File: src/rtl/accum_pkg.sv
// Shared widths and FSM state encoding for the frame accumulator.
package accum_pkg;

  localparam int ACC_WIDTH   = 16;
  localparam int COUNT_WIDTH = 8;

  typedef enum logic [1:0] {
    IDLE,
    ACCUM,
    DONE
  } accum_state_t;

endpackage

File: src/rtl/adder_16bit.sv
// 16-bit unsigned ripple-free adder; overflow is the carry out of bit 15.
module adder_16bit (
  input  logic [15:0] a,
  input  logic [15:0] b,
  input  logic        carry_in,
  output logic [15:0] sum,
  output logic        overflow
);

  assign {overflow, sum} = {1'b0, a} + {1'b0, b} + {16'd0, carry_in};

endmodule

File: src/rtl/accumulate_16bit.sv
// Frame accumulator: sums NUM_SAMPLES unsigned samples through adder_16bit and
// presents the total plus a sticky carry flag on a valid/ack handshake.
module accumulate_16bit
  import accum_pkg::*;
#(
  parameter int NUM_SAMPLES = 4,
  parameter bit SATURATE    = 1'b0
) (
  input  logic                   clk,
  input  logic                   rst,
  input  logic                   start,
  input  logic [ACC_WIDTH-1:0]   data_in,
  input  logic                   data_valid,
  output logic                   data_ready,
  output logic [ACC_WIDTH-1:0]   result,
  output logic                   overflow_flag,
  output logic                   result_valid,
  input  logic                   result_ack,
  output logic                   busy,
  output logic [COUNT_WIDTH-1:0] sample_count
);

  localparam logic [COUNT_WIDTH-1:0] LAST_COUNT = COUNT_WIDTH'(NUM_SAMPLES - 1);

  accum_state_t           state, state_next;
  logic [ACC_WIDTH-1:0]   acc;
  logic [ACC_WIDTH-1:0]   sum;
  logic                   carry;
  logic                   ovf;
  logic [COUNT_WIDTH-1:0] count;
  logic                   accept;

  adder_16bit u_adder (
    .a        (acc),
    .b        (data_in),
    .carry_in (1'b0),
    .sum      (sum),
    .overflow (carry)
  );

  assign accept = (state == ACCUM) && data_valid;

  // NOTE: every always_comb output gets a default first so no path leaves it unassigned (no latch).
  always_comb begin
    state_next   = state;
    data_ready   = 1'b0;
    result_valid = 1'b0;
    busy         = 1'b0;
    unique case (state)
      IDLE: begin
        if (start) state_next = ACCUM;
      end
      ACCUM: begin
        data_ready = 1'b1;
        busy       = 1'b1;
        if (accept && (count == LAST_COUNT)) state_next = DONE;
      end
      DONE: begin
        result_valid = 1'b1;
        busy         = 1'b1;
        if (result_ack) state_next = IDLE;
      end
      default: state_next = IDLE;
    endcase
  end

  // NOTE: sequential state uses non-blocking assignments so all registers update from pre-edge values.
  always_ff @(posedge clk) begin
    if (rst) begin
      state <= IDLE;
      acc   <= '0;
      ovf   <= 1'b0;
      count <= '0;
    end else begin
      state <= state_next;
      if ((state == IDLE) && start) begin
        acc   <= '0;
        ovf   <= 1'b0;
        count <= '0;
      end else if (accept) begin
        // Saturation pins the total at full scale; later carries keep it there.
        acc   <= (SATURATE && carry) ? '1 : sum;
        ovf   <= ovf | carry;
        count <= count + COUNT_WIDTH'(1);
      end
    end
  end

  assign result        = acc;
  assign overflow_flag = ovf;
  assign sample_count  = count;

endmodule
File: config.mk
export PLATFORM = sky130hd
export DESIGN_NAME = accumulate_16bit
export DESIGN_NICKNAME = d
export VERILOG_FILES = /design/src/rtl/accum_pkg.sv /design/src/rtl/adder_16bit.sv /design/src/rtl/accumulate_16bit.sv
export SDC_FILE = /design/constraint.sdc
export NUM_CORES = 1
export LEC_CHECK = 0
export ABC_AREA = 0
export CAP_MARGIN = 20
export CORE_MARGIN = 4
export CORE_UTILIZATION = 28
export CTS_CLUSTER_SIZE = 24
export DETAILED_ROUTE_END_ITERATION = 12
export GPL_TIMING_DRIVEN = 0
export SKIP_CTS_REPAIR_TIMING = 1
export SLEW_MARGIN = 5
export SYNTH_ARGS = -nofsm -noshare
export SYNTH_HDL_FRONTEND = slang
export SYNTH_SLANG_ARGS = --single-unit
File: constraint.sdc
create_clock -name clk -period 7.3 [get_ports clk]
set_clock_uncertainty 0.15 [all_clocks]
set_input_delay 1.46 -clock clk [delete_from_list [all_inputs] [get_ports clk]]
set_output_delay 1.46 -clock clk [all_outputs]
set_load 0.01 [all_outputs]
==> flow_metrics.env <==
export IMPL_syn_avg_cell_area_sq_um=8.02
export IMPL_power_density_nw_per_um2=201
export IMPL_drive_above_1_share_pct=3.91
export IMPL_rows=29
export IMPL_grt_pass1_wl_microns=8290
export IMPL_cts_sinks=27
export IMPL_synth_main_ff_cell="dfxtp_1"
export IMPL_vias=1828
export IMPL_root_buffer="clkbuf_8"
export IMPL_cts_tree="done"
export IMPL_fmax_mhz=261
export IMPL_drc=0
export IMPL_peakVddDrop_mv=0.110
export IMPL_hold_viol=0
export IMPL_io_buffers=48
export IMPL_die_h_microns=89.0
export IMPL_power_leakage_nw=0.917
export IMPL_overflow=0
export IMPL_postRouteAntennaNets=0
export IMPL_num_antenna_cells=0
export IMPL_yosysMostFrequentCell="nand2_1"
export IMPL_cts_buffers=3
export IMPL_ys_ff_latch=27
export IMPL_vias_per_cell=5.11
export IMPL_dieWidth_microns=89.0
export IMPL_core_sq_um=6350
export IMPL_synth_top_area_share_pct=29.4
export IMPL_startpoint_type="primary input"
export IMPL_final_max_slew_viol_count=0
export IMPL_clock_path_buffers=2
export IMPL_min_period_ns=3.83
export IMPL_worstMarginPinSlew_ns=0.541
export IMPL_status="finished, final reports clean"
export IMPL_clk_pin_slew_worst_paths_ns=0.11
export IMPL_synth_nets=273
export IMPL_insertion_delay_ns=0.28
export IMPL_utilization_pct=38.8
export IMPL_dp_hpwl_microns=3700
export IMPL_area_delta_synth_final_pct=34.1
export IMPL_synth_warnings=0
export IMPL_htree_levels=1
export IMPL_netlist_instances=229
export IMPL_layout_worst_path_cycle_share_pct=52.5
export IMPL_synth_area_sq_um=1840
export IMPL_tns_ns=0
export IMPL_yosys_top_cells_count="nand2_1, dfxtp_1, a21oi_1, ha_1, nor2_1"
export IMPL_seq_area_frac_synth_pct=29.4
export IMPL_max_slew_margin_rel_pct=64.0
export IMPL_synth_cell_types=39
export IMPL_cp_end_kind="flip-flop"
export IMPL_drv_cap=0
export IMPL_io_pin_count=49
export IMPL_synthTopCellsByArea="dfxtp_1, ha_1, a21oi_1"
export IMPL_worstSetupPathType="in -> reg"
export IMPL_drtPass1Iterations=5
export IMPL_antenna_found_initial=0
export IMPL_wl_per_cell_microns=13.5
export IMPL_rsz0062_at_grt="no"
export IMPL_final_nets=326
export IMPL_crit_required_ns=7.37
export IMPL_yosysTopAreaCell="dfxtp_1"
export IMPL_grt_usage_pct=13.0
export IMPL_arrival_ns=3.90
export IMPL_initial_core_util_pct=28.9
export IMPL_grt_max_degree=18
export IMPL_grt_pass1_vias=1855
export IMPL_setup_viol=0
export IMPL_synth_edf_count=0
export IMPL_async_flop_share_pct=0
export IMPL_drt_iter0_drc=84
export IMPL_cp_max_fo=3
export IMPL_hp_class="reg -> reg"
export IMPL_wl_microns=4850
export IMPL_gp_congestion=0.857
export IMPL_dieArea_sq_um=7920
power by group:
part,leakage (nW),switching [W],internal [W]
Clock,0.0261,0.0000539,0.0000402
Combinational,0.672,0.000125,0.000102
Sequential,0.218,0.0000120,0.000162
Total,0.917,0.000191,0.000304
cells in the final DEF, fill, tap and decap left out, drive strengths merged:
cell / instances
xnor2: 9
nor3: 2
o21ai: 14
nand4: 7
nor2: 19
dfxtp: 27
inv: 6
buf: 2
clkdlybuf4s50: 48
o41ai: 1
a221o: 2
or3: 3
nor4: 2
nand2: 32
fa: 1
and3: 3
o31a: 1
o211ai: 4
ha: 22
or4: 1
a222oi: 1
a31o: 1
a211oi: 2
a32oi: 1
a311oi: 1
a31oi: 1
nor2b: 3
xor2: 8
clkbuf: 10
and2: 1
a211o: 1
a221oi: 1
nand3: 13
o21a: 4
a21o: 3
a21oi: 24
kinds of logic (layout without fill, tap and decap cells):
family                   after synthesis  after routing  share of synthesized area [%]
buffers and inverters                 14             66                           3.54
AO/OA/AOI/OAI                         62             62                           21.5
flip-flops                            27             27                           29.4
adder cells (fa/ha/maj)               23             23                           16.1
XOR/XNOR                              17             17                           8.11
AND/OR/NAND/NOR                       86             86                           21.4
area by class of cell:
cell class,instances,area (sq um)
Fill cell,643,3890
Multi-Input combinational cell,188,1230
Sequential cell,27,541
Timing Repair Buffer,48,480
Tap cell,77,96.3
Buffer,9,46.3
Clock buffer,3,41.3
Inverter,5,18.8
Clock inverter,1,8.76
registers in the layout, indices dropped and copies added (netlist names):
name           flops
sample_count       8
result            16
overflow_flag      1
state              2
final timing paths:
path | slack [ns] | startpoint | endpoint | cells past startpoint
worst max register to register | 4.74 | result[0] | result[12] | 8
worst max-delay path | 3.47 | data_in[0] | result[12] | 9
worst min register to register | 0.33 | result[5] | result[5] | 2
worst min-delay path | 0.33 | result[5] | result[5] | 2
worst max-delay path, stage by stage:
cell and delay (ns):
clkdlybuf4s50_1 0.42, ha_1 0.23, fa_1 0.41, a21o_1 0.24
a221o_2 0.39, a221o_1 0.38, xor2_1 0.16, nand2_1 0.07
a21oi_1 0.13
metrics by stage:
step                hold slack (ns)  instances  setup slack [ns]  area, sq um  power, W
CTS                           0.333        358              3.49         2460  0.000501
finish                        0.330        358              3.47         2460  0.000495
detailed placement            0.317        354              3.20         2410  0.000405
floorplan                     0.341        229              3.79         1840  0.000321
global placement              0.309        354              3.18         2410  0.000403
global route                  0.350        358              3.40         2460  0.000538
per-layer routing:
metal  global-route usage [%]  part of all wire (%)  vias to the layer above
met2                     22.5                    45                       59
met4                     3.38                   1.0                        0
li1                         -                     -                      932
met5                        0                     0                        -
met3                     3.13                   6.4                        4
met1                     16.3                    48                      833
(Power assumes the default switching activity.)
